<file path="src/rtl/ppu_obj_pkg.sv">
// Shared types and constants for the PPU OBJ (sprite) fetch path.
package ppu_obj_pkg;

   typedef enum logic [2:0] {
      IDLE,
      TILE,
      FLAGS,
      LO,
      HI,
      PUSH
   } obj_fetch_state_t;

   // OAM attribute byte bit positions
   localparam int ATTR_PRIO  = 7;
   localparam int ATTR_YFLIP = 6;
   localparam int ATTR_XFLIP = 5;
   localparam int ATTR_PAL   = 4;

   // Byte offsets within a 4-byte OAM entry
   localparam logic [1:0] OAM_TILE_OFS  = 2'd2;
   localparam logic [1:0] OAM_FLAGS_OFS = 2'd3;

endpackage

</file>
<file path="src/rtl/obj_slot_matcher.sv">
// Per-slot hit detect: a sprite is due once the LCD X counter reaches its left edge.
// OAM X is offset by 8, so X=0 is fully off-screen and never hits.
module obj_slot_matcher (
   input  logic       obj_ena,
   input  logic       valid,
   input  logic       done,
   input  logic [7:0] slot_x,
   input  logic [7:0] x_pos,
   output logic       hit
);

   // 9-bit compare so x_pos+8 cannot wrap past 255
   assign hit = obj_ena & valid & ~done & (slot_x != 8'd0) &
                ({1'b0, slot_x} <= ({1'b0, x_pos} + 9'd8));

endmodule

</file>
<file path="src/rtl/obj_fetch_engine.sv">
// OBJ fetcher: picks the lowest-index hitting slot, reads its OAM tile/flags and
// two row bytes, then pushes 8 decoded pixels plus attributes into the OBJ FIFO.
//
// state | meaning
// IDLE  | waiting for a hit and a free memory port
// TILE  | reading OAM tile number
// FLAGS | reading OAM attribute byte
// LO    | reading low bit-plane of the sprite row
// HI    | reading high bit-plane of the sprite row
// PUSH  | offering 8 pixels to the OBJ FIFO
module obj_fetch_engine
   import ppu_obj_pkg::*;
#(
   parameter int          SLOTS     = 10,
   parameter logic [15:0] OAM_BASE  = 16'hFE00,
   parameter logic [15:0] VRAM_BASE = 16'h8000
) (
   input  logic               clk_in,
   input  logic               rst_in,
   input  logic               tclk_in,
   input  logic [7:0]         x_in,
   input  logic               line_start_in,
   input  logic               obj_ena_in,
   input  logic               tall_mode_in,
   input  logic [SLOTS-1:0]   slot_valid_in,
   input  logic [SLOTS*8-1:0] slot_x_in,
   input  logic [SLOTS*6-1:0] slot_num_in,
   input  logic [SLOTS*4-1:0] slot_row_in,
   output logic               obj_pending_out,
   input  logic               mem_free_in,
   output logic [15:0]        addr_out,
   output logic               addr_valid_out,
   input  logic [7:0]         data_in,
   input  logic               data_valid_in,
   input  logic               fifo_ready_in,
   output logic               push_valid_out,
   output logic [15:0]        push_pixels_out,
   output logic               push_palette_out,
   output logic               push_priority_out
);

   localparam int IDX_W = (SLOTS > 1) ? $clog2(SLOTS) : 1;

   obj_fetch_state_t state, state_nxt;

   logic [SLOTS-1:0] hit;
   logic [SLOTS-1:0] done_q;
   logic             any_hit;
   logic [IDX_W-1:0] sel_idx;
   logic [7:0]       sel_x;
   logic [5:0]       sel_num;
   logic [3:0]       sel_row;

   logic [IDX_W-1:0] win_q;
   logic [7:0]       x_q;
   logic [5:0]       num_q;
   logic [3:0]       row_q;
   logic [7:0]       tile_q;
   logic [7:4]       flags_q;
   logic [7:0]       lo_q;
   logic [7:0]       hi_q;

   logic [15:0]      oam_addr;
   logic [7:0]       tile_eff;
   logic [3:0]       row_eff;
   logic [15:0]      row_base;
   logic [15:0]      pix_raw;
   logic [15:0]      pix_clip;
   logic [4:0]       clip_sh;

   for (genvar i = 0; i < SLOTS; i++) begin : g_match
      obj_slot_matcher u_match (
         .obj_ena (obj_ena_in),
         .valid   (slot_valid_in[i]),
         .done    (done_q[i]),
         .slot_x  (slot_x_in[i*8 +: 8]),
         .x_pos   (x_in),
         .hit     (hit[i])
      );
   end

   // Priority encoder: lowest slot index wins, scanned high-to-low so the last write sticks
   always_comb begin
      any_hit = 1'b0;
      sel_idx = '0;
      sel_x   = '0;
      sel_num = '0;
      sel_row = '0;
      for (int i = SLOTS - 1; i >= 0; i--) begin
         if (hit[i]) begin
            any_hit = 1'b1;
            sel_idx = IDX_W'(i);
            sel_x   = slot_x_in[i*8 +: 8];
            sel_num = slot_num_in[i*6 +: 6];
            sel_row = slot_row_in[i*4 +: 4];
         end
      end
   end

   assign obj_pending_out = any_hit | (state != IDLE);

   // State register, advancing only on T-cycle enables
   always_ff @(posedge clk_in or posedge rst_in) begin
      if (rst_in)       state <= IDLE;
      else if (tclk_in) state <= state_nxt;
   end

   // Next-state logic; a new line aborts whatever is in flight
   always_comb begin
      state_nxt = state;
      if (line_start_in) begin
         state_nxt = IDLE;
      end else begin
         case (state)
            IDLE:    if (any_hit && mem_free_in) state_nxt = TILE;
            TILE:    if (data_valid_in)          state_nxt = FLAGS;
            FLAGS:   if (data_valid_in)          state_nxt = LO;
            LO:      if (data_valid_in)          state_nxt = HI;
            HI:      if (data_valid_in)          state_nxt = PUSH;
            PUSH:    if (fifo_ready_in)          state_nxt = IDLE;
            default:                             state_nxt = IDLE;
         endcase
      end
   end

   // Winner capture on leaving IDLE, then one byte latched per completed read
   always_ff @(posedge clk_in or posedge rst_in) begin
      if (rst_in) begin
         win_q   <= '0;
         x_q     <= '0;
         num_q   <= '0;
         row_q   <= '0;
         tile_q  <= '0;
         flags_q <= '0;
         lo_q    <= '0;
         hi_q    <= '0;
      end else if (tclk_in && !line_start_in) begin
         case (state)
            IDLE: if (any_hit && mem_free_in) begin
               win_q <= sel_idx;
               x_q   <= sel_x;
               num_q <= sel_num;
               row_q <= sel_row;
            end
            TILE:  if (data_valid_in) tile_q  <= data_in;
            FLAGS: if (data_valid_in) flags_q <= data_in[7:4];
            LO:    if (data_valid_in) lo_q    <= data_in;
            HI:    if (data_valid_in) hi_q    <= data_in;
            default: ;
         endcase
      end
   end

   // Done mask: a sprite is marked once its pixels are accepted, cleared per line
   always_ff @(posedge clk_in or posedge rst_in) begin
      if (rst_in) begin
         done_q <= '0;
      end else if (tclk_in) begin
         if (line_start_in)
            done_q <= '0;
         else if (state == PUSH && fifo_ready_in)
            done_q[win_q] <= 1'b1;
      end
   end

   // Address arithmetic and pixel decode from the latched sprite data
   always_comb begin
      oam_addr = OAM_BASE + {8'd0, num_q, 2'b00};
      if (tall_mode_in) begin
         tile_eff = {tile_q[7:1], 1'b0};
         row_eff  = flags_q[ATTR_YFLIP] ? (4'd15 - row_q) : row_q;
      end else begin
         tile_eff = tile_q;
         row_eff  = {1'b0, flags_q[ATTR_YFLIP] ? (3'd7 - row_q[2:0]) : row_q[2:0]};
      end
      row_base = VRAM_BASE + {4'd0, tile_eff, 4'd0} + {11'd0, row_eff, 1'b0};
      pix_raw  = '0;
      for (int k = 0; k < 8; k++) begin
         if (flags_q[ATTR_XFLIP])
            pix_raw[15-2*k -: 2] = {hi_q[k], lo_q[k]};
         else
            pix_raw[15-2*k -: 2] = {hi_q[7-k], lo_q[7-k]};
      end
      // Sprites partly off the left edge lose their first 8-X pixels
      clip_sh  = {4'd8 - {1'b0, x_q[2:0]}, 1'b0};
      pix_clip = (x_q < 8'd8) ? (pix_raw << clip_sh) : pix_raw;
   end

   // Outputs decoded from the current state
   always_comb begin
      addr_out          = '0;
      addr_valid_out    = 1'b0;
      push_valid_out    = 1'b0;
      push_pixels_out   = '0;
      push_palette_out  = 1'b0;
      push_priority_out = 1'b0;
      case (state)
         TILE: begin
            addr_out       = oam_addr + {14'd0, OAM_TILE_OFS};
            addr_valid_out = 1'b1;
         end
         FLAGS: begin
            addr_out       = oam_addr + {14'd0, OAM_FLAGS_OFS};
            addr_valid_out = 1'b1;
         end
         LO: begin
            addr_out       = row_base;
            addr_valid_out = 1'b1;
         end
         HI: begin
            addr_out       = row_base + 16'd1;
            addr_valid_out = 1'b1;
         end
         PUSH: begin
            push_valid_out    = 1'b1;
            push_pixels_out   = pix_clip;
            push_palette_out  = flags_q[ATTR_PAL];
            push_priority_out = flags_q[ATTR_PRIO];
         end
         default: ;
      endcase
   end

endmodule
</file>
<file path="config.mk">
export PLATFORM = sky130hd
export DESIGN_NAME = obj_fetch_engine
export DESIGN_NICKNAME = d
export VERILOG_FILES = /design/src/rtl/ppu_obj_pkg.sv /design/src/rtl/obj_slot_matcher.sv /design/src/rtl/obj_fetch_engine.sv
export SDC_FILE = /design/constraint.sdc
export NUM_CORES = 1
export LEC_CHECK = 0
export CAP_MARGIN = 15
export CORE_ASPECT_RATIO = 1.25
export CORE_UTILIZATION = 47
export CTS_CLUSTER_DIAMETER = 30
export DETAILED_ROUTE_END_ITERATION = 10
export GPL_ROUTABILITY_DRIVEN = 0
export MAX_ROUTING_LAYER = met4
export PLACE_DENSITY = 0.88
export SLEW_MARGIN = 10
export SYNTH_ARGS = -nofsm -noshare
export SYNTH_HDL_FRONTEND = slang
export SYNTH_SLANG_ARGS = --single-unit
</file>
<file path="constraint.sdc">
create_clock -name clk_in -period 4.5 [get_ports clk_in]
set_input_delay 0.9 -clock clk_in [delete_from_list [all_inputs] [get_ports clk_in]]
set_output_delay 0.9 -clock clk_in [all_outputs]
set_load 0.01 [all_outputs]
</file>
==> impl_metrics.env, run 1 <==
export IMPL_status="complete, no violations"
export IMPL_dpl_cell_area_mm2=0.0104
export IMPL_sequential_share_of_the_synthesized_area=0.219
export IMPL_dieHeight_um=140
export IMPL_setup_tns_final_ns=0
export IMPL_share_of_flip_flops_with_an_asynchronous_set_or_reset=1.00
export IMPL_floorplan_die_area_mm2=0.0158
export IMPL_wl_met2_mm=14.6
export IMPL_first_global_vias=8898
export IMPL_drc=0
export IMPL_postSynthNetCount=1171
export IMPL_crit_path_end_kind="output port"
export IMPL_vias_per_cell=6.47
export IMPL_synth_largest_area_cell="dfrtp_1"
export IMPL_critPathLaunchType="primary input"
export IMPL_clk_root_buffer_cell="clkbuf_16"
export IMPL_clock_path_buffers=2
export IMPL_timing_max_cap_violations=0
export IMPL_r2r_cells=10
export IMPL_floorplan_core_area_mm2=0.0150
export IMPL_fraction_of_final_layout_cells_sized_beyond_drive_strength_1=0.170
export IMPL_tritoncts_num_sinks=63
export IMPL_globalRoute_totalOverflow=0
export IMPL_postRouteWirelength_mm=29.4
export IMPL_post_layout_total_power_mw=3.65
export IMPL_criticalPathCategory="in2out"
export IMPL_hpwlAfterDp_mm=23.3
export IMPL_design_portCount=252
export IMPL_ys_warn_count=0
export IMPL_ys_flop_type="dfrtp_1"
export IMPL_synthToLayoutAreaGrowth_pct=51.4
export IMPL_synth_cell_area_mm2=0.00721
export IMPL_arrival_ns=3.54
export IMPL_r2r_end="x_q[1]"
export IMPL_finalWorstPathRequiredPeriod_ns=4.44
export IMPL_most_frequently_used_cell_type_in_the_post_synthesis_netlist="nor2_1"
export IMPL_synthesis_area_per_instance_um2=8.18
export IMPL_clkLatencyLatePin_ns=0.33
export IMPL_place_port_buffers=251
export IMPL_worstReg2RegStart="done_q[2]"
export IMPL_worst_hold_startpoint="x_q[1]"
export IMPL_finish_net_count=1481
export IMPL_timing_reg2reg_setup_slack_ns=1.74
export IMPL_top_signal_layer_used="met4"
export IMPL_grt_antenna_before_repair=1
export IMPL_synth_edff_count=0
export IMPL_p_leak_nw=4.64
export IMPL_slew_viol_final=0
export IMPL_vias=8919
export IMPL_hp_class="reg2reg"
export IMPL_numCtsBuffers=9
export IMPL_htreeDepth=3
export IMPL_fmax_mhz=225
export IMPL_clock_skew_final_ns=0.00685
export IMPL_largest_net_degree_at_the_start_of_global_routing=48
export IMPL_utilization=0.727
export IMPL_antenna_violating_nets_left=0
export IMPL_dr_wl_met3_mm=2.30
export IMPL_syn_instance_count=881
export IMPL_first_pass_iters=6
export IMPL_timing_hold_worst_endpoint="x_q[1]"
export IMPL_die_width_um=113
export IMPL_relative_max_transition_margin=0.344
export IMPL_grtUsageTotal=0.378
export IMPL_finalHoldViolations=0
export IMPL_clkTransAtPathRegs_ns=0.06
export IMPL_routed_wire_length_per_instance_um=21.3
export IMPL_netlist_top_cells_count="nor2_1, ha_1, nand2_1"
export IMPL_critical_path_peak_fanout=4
export IMPL_min_path_cells=2
export IMPL_vdd_ir_drop_max_mv=0.200
export IMPL_worst_pin_slew_ns=0.983
export IMPL_synthTopCellsByArea="dfrtp_1, ha_1, mux2_2"
export IMPL_clock_tree_from_tritoncts="done"
export IMPL_setup_viol_count_final=0
export IMPL_power_density_mw_per_mm2=334
export IMPL_worst_endpoint_required_ns=3.60
export IMPL_rows=50
export IMPL_synth_distinct_cells=68
export IMPL_netlist_area_leader_share=0.219
export IMPL_hold_buffers=0
export IMPL_floorplan_initialDensity=0.480
export IMPL_post_route_period_util=0.987
export IMPL_wire_length_of_the_first_global_routing_pass_mm=45.1
export IMPL_finish_instance_area_mm2=0.0109
export IMPL_synth_seq_cells=63
export IMPL_drt_met1_wl_mm=10.2
export IMPL_drtIter0Drc=858
==> placed cells by master, fill, tap and decap left out, types with 22 or more instances in the layout <==
cell               n
clkdlybuf4s50_1  245
a21oi_1           60
ha_1              71
mux2_2            40
buf_4             98
a221oi_1          24
o21ai_0           45
a22oi_1           38
nor4_1            22
nand2_1           71
dfrtp_1           63
nor2_1            79
inv_1             30
==> per-layer routing <==
layer  vias to the layer above  global-route usage
met1                      4109               0.396
met2                       608               0.638
met5                         -                   -
met3                       201              0.0645
met4                         0               0.281
li1                       4001                   -
==> final cells by class <==
type	instances	area, um2
repair buffers	352	3290
clock buffers	10	239
fillers	1093	4100
clock inverters	6	92.6
diodes	1	2.50
well taps	182	228
multi-input cells	731	5350
inverters	34	130
flip-flops and latches	63	1580
==> critical path, stage by stage <==
cell           delay, ns
dlygate4sd2_1       0.27
ha_4                0.27
inv_2               0.07
ha_4                0.29
nand3_1             0.12
o21bai_1            0.20
a31oi_1             0.20
o311ai_1            0.13
a22o_1              0.20
and4bb_2            0.35
nand3_2             0.12
nor2_2              0.13
nand3b_1            0.12
buf_2               0.16
==> worst max-delay path by stage <==
stage	start	cells after the start	end
floorplan	x_in[3]	12	obj_pending_out
global placement	x_in[3]	14	obj_pending_out
detailed placement	x_in[3]	14	obj_pending_out
CTS	x_in[3]	14	obj_pending_out
global route	x_in[4]	14	obj_pending_out
finish	x_in[4]	14	obj_pending_out
==> power breakdown <==
part / internal, mW / switching (mW)
Clock: 0.503 / 0.268
Sequential: 0.741 / 0.185
Combinational: 0.906 / 1.04
Total: 2.15 / 1.50
==> what timing repair did <==
item,CTS,global route
resized for setup,21,10
pin swaps,9,6
setup endpoints to repair,5,1
setup buffers,2,2
endpoints found under the hold margin,0,0
==> stage by stage <==
step	std cells	worst slack [ns]	hold WS [ns]
3_3_place_gp	1358	-0.742	0.467
6_report	1379	0.0604	0.494
4_1_cts	1376	0.00222	0.486
5_1_grt	1379	-0.0117	0.508
3_5_place_dp	1358	-0.801	0.474
2_1_floorplan	881	0.224	0.450
==> kinds of logic (layout without fill, tap and decap cells) <==
kind of cell,Yosys count,after routing,synth area share
AND/OR/NAND/NOR,272,272,0.184
other,0,1,0
multiplexers,56,56,0.0847
flip-flops,63,63,0.219
adder cells (fa/ha/maj),75,75,0.130
XOR/XNOR,21,21,0.0281
buffers and inverters,87,402,0.0555
AO/OA/AOI/OAI,307,307,0.298
==> registers in the layout (all words and copies together), names as in the netlist <==
| register | cells |
|---|---|
| hi_q | 8 |
| flags_q | 4 |
| lo_q | 8 |
| x_q | 8 |
| win_q | 4 |
| tile_q | 8 |
| row_q | 4 |
| state | 3 |
| num_q | 6 |
| done_q | 10 |
Power figures use the tool's default switching activity.
==> run 2: changes to the inputs <==
- CORE_ASPECT_RATIO: 1.25 -> 0.8
- TNS_END_PERCENT: default -> 20
==> run 2 against run 1 <==
- via count increased by 0.54%
- first-iteration DRC count increased by 2.0%
- design area increased by 0.52%
- worst hold slack got worse by 0.0085 ns
- critical path depth increased by 1
- utilization increased by 0.37 points
- wire length increased by 0.76%
- critical endpoint unchanged
- largest cell class unchanged
==> impl_metrics.env, run 2 (synthesis gave the netlist of run 1 again) <==
export IMPL_power_clock_fraction=0.208
export IMPL_rsz0062_at_grt="false"
export IMPL_dpl_cell_area_mm2=0.0105
export IMPL_power_net_switching_mw=1.50
export IMPL_design_portCount=252
export IMPL_critical_path_peak_fanout=5
export IMPL_worst_hold_startpoint="num_q[2]"
export IMPL_seq_area_mm2=0.00158
export IMPL_dieHeight_um=113
export IMPL_rows=40
export IMPL_place_port_buffers=251
export IMPL_numCtsBuffers=9
export IMPL_clock_tree_from_tritoncts="done"
export IMPL_floorplan_core_area_mm2=0.0150
export IMPL_die_width_um=140
export IMPL_worst_pin_slew_ns=0.933
export IMPL_floorplan_die_area_mm2=0.0158
export IMPL_crit_path_end_kind="output port"
export IMPL_fmax_mhz=230
export IMPL_timing_max_cap_violations=0
export IMPL_arrival_ns=3.44
export IMPL_p_leak_nw=4.63
export IMPL_timing_reg2reg_setup_slack_ns=1.43
export IMPL_setup_tns_final_ns=0
export IMPL_tritoncts_num_sinks=63
export IMPL_postRouteWirelength_mm=29.6
export IMPL_first_global_vias=8865
export IMPL_vias=8967
export IMPL_r2r_end="num_q[5]"
export IMPL_clock_skew_final_ns=0.00817
export IMPL_timing_hold_worst_endpoint="num_q[2]"
export IMPL_timing_critical_path_mode_cell="nor2_2"
export IMPL_holdWs_ns=0.486
export IMPL_criticalPathCategory="in2out"
export IMPL_clkTransAtPathRegs_ns=0.05
export IMPL_slew_viol_final=0
export IMPL_clk_root_buffer_cell="clkbuf_16"
export IMPL_layout_cells_most_common_list="clkdlybuf4s50_1, buf_4, nor2_1"
export IMPL_number_of_flip_flops_under_the_largest_register_name=10
export IMPL_critPathLaunchType="primary input"
export IMPL_vias_per_cell=6.48
export IMPL_critical_path_buf_inv_count=4
export IMPL_utilization=0.731
export IMPL_p_int_mw=2.18
export IMPL_worst_path_dominant_cell_family="simple AND/OR/NAND/NOR gates"
export IMPL_first_pass_iters=7
export IMPL_hold_buffers=0
export IMPL_clock_path_buffers=2
export IMPL_comb_power_share=0.540
export IMPL_wire_length_of_the_first_global_routing_pass_mm=45.9
export IMPL_fraction_of_final_layout_cells_sized_beyond_drive_strength_1=0.173
export IMPL_clkLatencyLatePin_ns=0.33
export IMPL_globalRoute_totalOverflow=0
export IMPL_grtUsageTotal=0.382
export IMPL_drc=0
export IMPL_drtIter0Drc=875
export IMPL_post_route_period_util=0.965
export IMPL_htreeDepth=3
export IMPL_max_flop_register="done_q"
export IMPL_finish_net_count=1479
export IMPL_synthToLayoutAreaGrowth_pct=52.1
export IMPL_hp_class="reg2reg"
export IMPL_cpPeakStageDelay_ns=0.30
export IMPL_power_density_mw_per_mm2=335
export IMPL_finish_instance_area_mm2=0.0110
export IMPL_finalWorstPathRequiredPeriod_ns=4.34
export IMPL_leading_cell_type_in_the_layout_fill_and_taps_excluded="clkdlybuf4s50_1"
export IMPL_r2r_cells=11
export IMPL_min_path_cells=2
export IMPL_worstReg2RegStart="done_q[2]"
export IMPL_p_seq_frac=0.251
export IMPL_setup_viol_count_final=0
export IMPL_finalHoldViolations=0
export IMPL_critPathSlowestCell="clkdlybuf4s15_1"
export IMPL_floorplan_initialDensity=0.480
export IMPL_switching_share=0.407
export IMPL_worstSetupPathDepth=15
export IMPL_relative_max_transition_margin=0.377
export IMPL_fillerInstances=1087
export IMPL_antenna_violating_nets_left=0
export IMPL_grt_antenna_before_repair=1
export IMPL_status="complete, no violations"
export IMPL_vdd_ir_drop_max_mv=0.225
export IMPL_routed_wire_length_per_instance_um=21.4
export IMPL_largest_net_degree_at_the_start_of_global_routing=47
export IMPL_hpwlAfterDp_mm=23.0
export IMPL_area_used_by_multi_input_combinational_logic_mm2=0.00538
export IMPL_worst_endpoint_required_ns=3.60
export IMPL_path_cells="clkdlybuf4s15_1 > nand3_4 > xor2_4 > buf_12 > buf_6 > ha_1 > nand4_1 > mux2_2 > o221ai_1 > o21a_1 > nor2_2 > nand3_2 > nor2_2 > nand3b_1 > buf_2"
-- run 2: cell count changes in the layout (fill, tap and decap cells not counted), sizes merged --
cell / delta
dlymetal6s2s: -1
buf: -1
-- run 2: worst register-to-register path, delay by kind of cell, from the launching register on --
family                 cells  cell delay, ns
AND/OR/NAND/NOR            2            0.49
AO/OA/AOI/OAI              6            1.26
buffers and inverters      3            0.75
flip-flops                 1            0.43
-- run 2: how the worst max path moves through the flow --
stage / startpoint / end / slack [ns]
after CTS: x_in[4] / obj_pending_out / 0.009
after floorplan: x_in[3] / obj_pending_out / 0.22
after global routing: x_in[5] / x_q[4] / 0.05
final: x_in[5] / obj_pending_out / 0.16
after global placement: x_in[3] / obj_pending_out / -0.70
after detailed placement: x_in[3] / obj_pending_out / -0.76
-- run 2: through the flow --
step / worst slack (ns) / std cells / power (mW)
detailed placement: -0.762 / 1361 / 2.81
global placement: -0.703 / 1361 / 2.75
global route: 0.0515 / 1384 / 3.88
finish: 0.157 / 1384 / 3.67
CTS: 0.00906 / 1381 / 3.61
floorplan: 0.224 / 881 / 2.02
-- run 2: routing by layer --
metal | global-route usage | up-vias | part of all wire
li1 | - | 4014 | -
met1 | 0.448 | 4153 | 0.37
met2 | 0.617 | 627 | 0.46
met3 | 0.0829 | 173 | 0.10
met4 | 0.205 | 0 | 0.058
met5 | - | - | 0
-- run 2: layout make-up --
| class | count | share of cell area |
|---|---|---|
| sequential | 63 | 0.144 |
| clock buffer | 10 | 0.0218 |
| timing repair buffer | 350 | 0.302 |
| tap | 189 | 0.0216 |
| inverter | 34 | 0.0119 |
| antenna | 1 | 0.000228 |
| multi-input combinational | 731 | 0.491 |
| clock inverter | 6 | 0.00844 |
-- run 2: timing repair --
action	4_1_cts	5_1_grt
gates resized for setup	25	14
endpoints found under the setup margin	9	3
pin swaps	8	7
buffers inserted	4	2
-- run 2: power groups by stage --
| stage | Sequential [mW] | Clock [mW] | Combinational, mW |
|---|---|---|---|
| final | 0.923 | 0.766 | 1.98 |
| after CTS | 0.917 | 0.769 | 1.92 |
| after floorplan | 0.837 | 0 | 1.19 |
| after detailed placement | 0.923 | 0 | 1.88 |
| after global placement | 0.908 | 0 | 1.84 |
| after global routing | 0.947 | 0.796 | 2.14 |
